==> src/rtl/pc_seq_pkg.sv <==
// Shared types and widths for the 3BC program-counter sequencer.
package pc_seq_pkg;

  localparam int unsigned PC_W  = 10;
  localparam int unsigned IDX_W = 4;

  typedef enum logic [1:0] {
    StIdle,
    StRun,
    StBranch,
    StDone
  } pc_state_e;

  typedef enum logic {
    ModeRel,
    ModeAbs
  } branch_mode_e;

endpackage

==> src/rtl/pc_branch_sequencer_if.sv <==
// Decoder/LUT-facing bundle of the PC sequencer; slave is the sequencer side.
interface pc_branch_sequencer_if
  import pc_seq_pkg::*;
();

  logic             start;
  logic             halt;
  logic             branch_rel;
  logic             branch_abs;
  logic             branch_cond;
  logic [IDX_W-1:0] instr_idx;
  logic [PC_W-1:0]  lut_out;
  logic [IDX_W-1:0] lut_index;
  logic [PC_W-1:0]  pc;
  logic             stall;
  logic             done;

  modport master (
    output start, halt, branch_rel, branch_abs, branch_cond, instr_idx, lut_out,
    input  lut_index, pc, stall, done
  );

  modport slave (
    input  start, halt, branch_rel, branch_abs, branch_cond, instr_idx, lut_out,
    output lut_index, pc, stall, done
  );

endinterface

==> src/rtl/pc_branch_sequencer.sv <==
// PC owner for the 3BC core: start/run/halt lifecycle plus two-cycle LUT-resolved branches.
module pc_branch_sequencer
  import pc_seq_pkg::*;
#(
  parameter logic [PC_W-1:0] StartPc = '0
) (
  input logic                  clk_i,
  input logic                  rst_i,
  pc_branch_sequencer_if.slave bus
);

  pc_state_e        state_q;
  branch_mode_e     mode_q;
  logic [PC_W-1:0]  pc_q;
  logic [IDX_W-1:0] lut_index_q;
  logic             done_q;
  logic             taken;

  // Absolute wins when both branch kinds are flagged.
  assign taken = (bus.branch_rel & bus.branch_cond) | bus.branch_abs;

  always_ff @(posedge clk_i) begin
    if (rst_i) begin
      state_q     <= StIdle;
      mode_q      <= ModeRel;
      pc_q        <= '0;
      lut_index_q <= '0;
      done_q      <= 1'b0;
    end else begin
      unique case (state_q)
        StIdle: begin
          if (bus.start) begin
            state_q <= StRun;
            pc_q    <= StartPc;
          end
        end
        StRun: begin
          if (bus.halt) begin
            state_q <= StDone;
            done_q  <= 1'b1;
          end else if (taken) begin
            state_q     <= StBranch;
            lut_index_q <= bus.instr_idx;
            mode_q      <= bus.branch_abs ? ModeAbs : ModeRel;
          end else begin
            pc_q <= pc_q + 1'b1;
          end
        end
        StBranch: begin
          // LUT value is two's complement; unsigned add gives the modulo-2^PC_W wrap.
          state_q <= StRun;
          pc_q    <= (mode_q == ModeAbs) ? bus.lut_out : pc_q + bus.lut_out;
        end
        StDone: begin
          if (bus.start) begin
            state_q <= StRun;
            pc_q    <= StartPc;
            done_q  <= 1'b0;
          end
        end
        default: state_q <= StIdle;
      endcase
    end
  end

  assign bus.pc        = pc_q;
  assign bus.lut_index = lut_index_q;
  assign bus.done      = done_q;
  assign bus.stall     = (state_q != StRun);

endmodule

==> src/flat_wrapper.sv <==
// flat-port wrapper written by rule: the top's interface ports become plain ports
module pc_branch_sequencer_flat import pc_seq_pkg::*;
#(
  parameter logic [PC_W-1:0] StartPc = '0
)
  (clk_i, rst_i, bus_start, bus_halt, bus_branch_rel, bus_branch_abs, bus_branch_cond, bus_instr_idx, bus_lut_out, bus_lut_index, bus_pc, bus_stall, bus_done);
  pc_branch_sequencer_if bus_i ();
  input logic clk_i;
  input logic rst_i;
  input wire logic [$bits(bus_i.start)-1:0] bus_start;
  input wire logic [$bits(bus_i.halt)-1:0] bus_halt;
  input wire logic [$bits(bus_i.branch_rel)-1:0] bus_branch_rel;
  input wire logic [$bits(bus_i.branch_abs)-1:0] bus_branch_abs;
  input wire logic [$bits(bus_i.branch_cond)-1:0] bus_branch_cond;
  input wire logic [$bits(bus_i.instr_idx)-1:0] bus_instr_idx;
  input wire logic [$bits(bus_i.lut_out)-1:0] bus_lut_out;
  output wire logic [$bits(bus_i.lut_index)-1:0] bus_lut_index;
  output wire logic [$bits(bus_i.pc)-1:0] bus_pc;
  output wire logic [$bits(bus_i.stall)-1:0] bus_stall;
  output wire logic [$bits(bus_i.done)-1:0] bus_done;
  assign bus_i.start = bus_start;
  assign bus_i.halt = bus_halt;
  assign bus_i.branch_rel = bus_branch_rel;
  assign bus_i.branch_abs = bus_branch_abs;
  assign bus_i.branch_cond = bus_branch_cond;
  assign bus_i.instr_idx = bus_instr_idx;
  assign bus_i.lut_out = bus_lut_out;
  assign bus_lut_index = bus_i.lut_index;
  assign bus_pc = bus_i.pc;
  assign bus_stall = bus_i.stall;
  assign bus_done = bus_i.done;
  pc_branch_sequencer #(.StartPc(StartPc)) u_core (.clk_i(clk_i), .rst_i(rst_i), .bus(bus_i));
endmodule
==> config.mk <==
export PLATFORM = sky130hd
export DESIGN_NAME = pc_branch_sequencer_flat
export DESIGN_NICKNAME = d
export VERILOG_FILES = /design/src/rtl/pc_seq_pkg.sv /design/src/rtl/pc_branch_sequencer_if.sv /design/src/rtl/pc_branch_sequencer.sv /design/src/flat_wrapper.sv
export SDC_FILE = /design/constraint.sdc
export NUM_CORES = 1
export LEC_CHECK = 0
export BUFFER_PORTS_ARGS = -buffer_cell sky130_fd_sc_hd__buf_2
export CAP_MARGIN = 20
export CORE_UTILIZATION = 55
export DETAILED_ROUTE_END_ITERATION = 10
export PLACE_DENSITY = 0.83
export SLEW_MARGIN = 30
export SYNTH_ARGS = -nofsm -noshare
export SYNTH_HDL_FRONTEND = slang
export SYNTH_SLANG_ARGS = --single-unit
==> constraint.sdc <==
create_clock -name clk_i -period 6.2 [get_ports clk_i]
set_input_delay 0.62 -clock clk_i [delete_from_list [all_inputs] [get_ports clk_i]]
set_output_delay 0.62 -clock clk_i [all_outputs]
set_load 0.005 [all_outputs]
==> out/qor_table.md <==
| Result | This run | Unit |
|:---|:---|:---|
| Outcome | finished, final reports clean | - |
| Initial core utilization | 58.9 | % |
| Rel. slew slack | 56.5 | % |
| Peak per-stage delay on the critical path | 0.42 | ns |
| Horizontal die dimension | 53.7 | um |
| Synth Cell Area | 0.00147 | mm^2 |
| Total of fill cells in the finished design | 218 | - |
| Type of the most critical hold path | flop to flop | - |
| Post-synth cell types | 46 | - |
| Clock buffers created by TritonCTS | 3 | - |
| Aggregate negative setup slack | 0 | ns |
| Final hold slack | 0.490 | ns |
| Number of nets in the layout | 258 | - |
| TritonCTS clock tree | built | - |
| Share of post-route cells with drive strength above 1 | 21.7 | % |
| Cell-by-cell trace of the critical path | ha_1, fa_1, a21o_1, a211o_2, a2111oi_2, nor3_1, xor2_1, a22o_1 | - |
| Number of diodes | 0 | - |
| Number of buffers added for setup after CTS | 0 | - |
| Max Cap Viol | 0 | - |
| Final critical-path share of the clock period | 39.1 | % |
| Drt total wl | 3600 | um |
| Number of synthesized register bits | 18 | - |
| Critical path launch point type | flop | - |
| Maximum clock insertion buffer count | 2 | - |
| Worst setup slack before clock tree synthesis | 3.45 | ns |
| Met2 global-route usage | 44.2 | % |
| Mean number of vias per cell | 6.15 | - |
| Launch point of the worst reg-to-reg path | u_core.bus.pc[0]$_SDFFE_PP0P_ | - |
| Number of endpoints failing setup at the final stage | 0 | - |
| H-tree depth reported by CTS | 1 | - |
| Layout Area Growth over Synthesis | 15.6 | % |
| DR DRC count | 0 | - |
| Crit Path Max Fanout | 7 | - |
| Synthesized instance count | 187 | - |
| Element type at the critical path end | flop | - |
| Critical setup path kind | flop to flop | - |
| Fin crit period | 2.43 | ns |
| Actual transition at the worst max-transition pin | 0.652 | ns |
| Clock latency reported for the late side of the worst-skew pair | 0.30 | ns |
| Iteration-0 DRC Markers | 50 | - |
| Total iterations of the first detailed-routing run | 4 | - |
| # clock sinks | 18 | - |
| Die H | 53.7 | um |
| Most used flip-flop cell after synthesis | dfxtp_1 | - |
| Core footprint | 0.00250 | mm^2 |
| Post-synthesis area per instance | 7.87 | um^2 |
| Area of the die | 0.00289 | mm^2 |
| Met3 Use GR | 3.39 | % |
| Final Hold Vio Count | 0 | - |
| Grt total ovfl | 0 | - |
| Number of flops mapped to enable cells by yosys | 0 | - |
| P per Cell Area | 221 | mW/mm^2 |
| Cell types occupying the most area after synthesis | dfxtp_1 (24%), ha_1 (12%), nand2_1 (4.8%), nor2_1 (4.8%), xnor2_1 (4.2%) | - |
| RD Place Congestion | 0.866 | - |
| Required arrival time at the worst endpoint | 6.41 | ns |
| CTS clock-pin slew for the worst setup and hold paths | 0.12 | ns |
| Library cell with the largest summed area after synthesis | dfxtp_1 | - |
| Hold path start | u_core.bus.done$_SDFFE_PP0P_ | - |
| Global-route wire length before repair | 5630 | um |
| Setup slack after layout | 3.77 | ns |
| Sequential fraction of the synthesis area | 24.5 | % |
| Yosys warning total | 0 | - |
| Total via count after detailed routing | 1543 | - |
| I/O pin cnt | 37 | - |
| Number of buffers inserted for hold repair after clock tree synthesis | 0 | - |
| Core Rows | 18 | - |
| Via count of the first global-routing pass | 1322 | - |
| Global-route usage over all layers | 26.3 | % |
| Cell with the largest stage delay on the worst path | fa_1 | - |
| Total leakage power | 0.757 | nW |
| Post_cts resized | 0 | - |
| GR Util met1 | 34.3 | % |
| Async set-reset flop share out of synthesis | 0 | % |
| Launching instance or port of the critical path | u_core.bus.pc[0]$_SDFFE_PP0P_ | - |
| Post-Syn Nets | 223 | - |
| ANT nets after route | 0 | - |
| Layer with the highest usage | met2 | - |
| Mean routed wirelength per cell | 14.3 | um |
| Overall power of the completed layout | 0.377 | mW |
| IO buf count | 36 | - |
| Data arrival time of the worst path | 2.63 | ns |
| Achievable Freq | 0.412 | GHz |
| Cell at the root of the clock tree | clkbuf_4 | - |
| Half-perimeter wire length after placement | 2730 | um |
| Unrepaired setup endpoints after global routing | no | - |
| Top cells by count, synth | nand2_1 (19), nor2_1 (19), dfxtp_1 (18) | - |
| Worst VDD drop | 0.153 | mV |
| Largest net degree at the start of global routing | 20 | - |
| Initial antenna violation count | 0 | - |
| Final clock skew | 0.00484 | ns |
| Top cell type's share of synthesized area | 24.5 | % |
| Fin. max-slew vios | 0 | - |
metrics by stage:
| step | utilization (%) | cell area [um^2] | cells |
|---|---|---|---|
| 2_1_floorplan | - | 1470 | 187 |
| 3_3_place_gp | 66.6 | 1670 | 247 |
| 3_5_place_dp | 66.6 | 1670 | 247 |
| 4_1_cts | 68.1 | 1700 | 251 |
| 5_1_grt | 68.1 | 1700 | 251 |
| 6_report | 68.1 | 1700 | 251 |
per-layer routing:
metal / wire length, um / vias up
met5: 0 / -
li1: - / 762
met1: 1610 / 721
met2: 1770 / 54
met3: 179 / 6
met4: 44 / 0
kinds of logic after synthesis:
family | count (synthesis) | share of synthesized area, %
simple gates | 67 | 20.9
compound gates | 59 | 28.1
flops | 18 | 24.5
fa+ha+maj | 15 | 13.3
buf+inv | 12 | 3.15
xor+xnor | 10 | 5.95
mux | 6 | 4.17
power by group:
part	internal, mW	switching (mW)	total (mW)
sequential	0.128	0.0211	0.150
combinational	0.0675	0.0837	0.151
clock	0.0358	0.0403	0.0761
placed cells by master (no fill, tap or decap), types with 5 or more instances in the layout:
cell      n
buf_2    36
nand3_1   8
o21ai_0  12
xnor2_1   7
ha_1     14
nor2_1   19
dfxtp_1  18
a31oi_1   5
mux2i_1   5
nand2_1  19
inv_1     6
a21oi_1  11
nor3_1    8
a21o_1    7
worst max-delay path: cells and delay by family, from the launching register on:
family	cells	cell delay, ns
simple gates	1	0.11
xor+xnor	1	0.15
compound gates	4	1.01
flops	1	0.39
fa+ha+maj	2	0.69
path summary, 6_finish.rpt:
| kind | endpoint | slack, ns | cells past startpoint |
|---|---|---|---|
| worst max-delay path | u_core.bus.pc[8]$_SDFFE_PP0P_ | 3.77 | 8 |
| worst min register to register | u_core.bus.done$_SDFFE_PP0P_ | 0.49 | 2 |
| worst max register to register | u_core.bus.pc[8]$_SDFFE_PP0P_ | 3.77 | 8 |
| worst min-delay path | u_core.bus.done$_SDFFE_PP0P_ | 0.49 | 2 |
state kept, by name, indices dropped and copies added, names as in the netlist:
register              cells
u_core.bus.done           1
u_core.bus.lut_index      4
u_core.bus.pc            10
u_core.mode_q             1
u_core.state_q            2
cell type report:
class | instances | area [um^2] | share of cell area (%)
Tap cell | 30 | 37.5 | 2.21
Clock buffer | 4 | 36.3 | 2.13
Inverter | 6 | 22.5 | 1.32
Timing Repair Buffer | 36 | 180 | 10.6
Multi-Input combinational cell | 157 | 1060 | 62.6
Sequential cell | 18 | 360 | 21.2
Power figures use the tool's default switching activity.
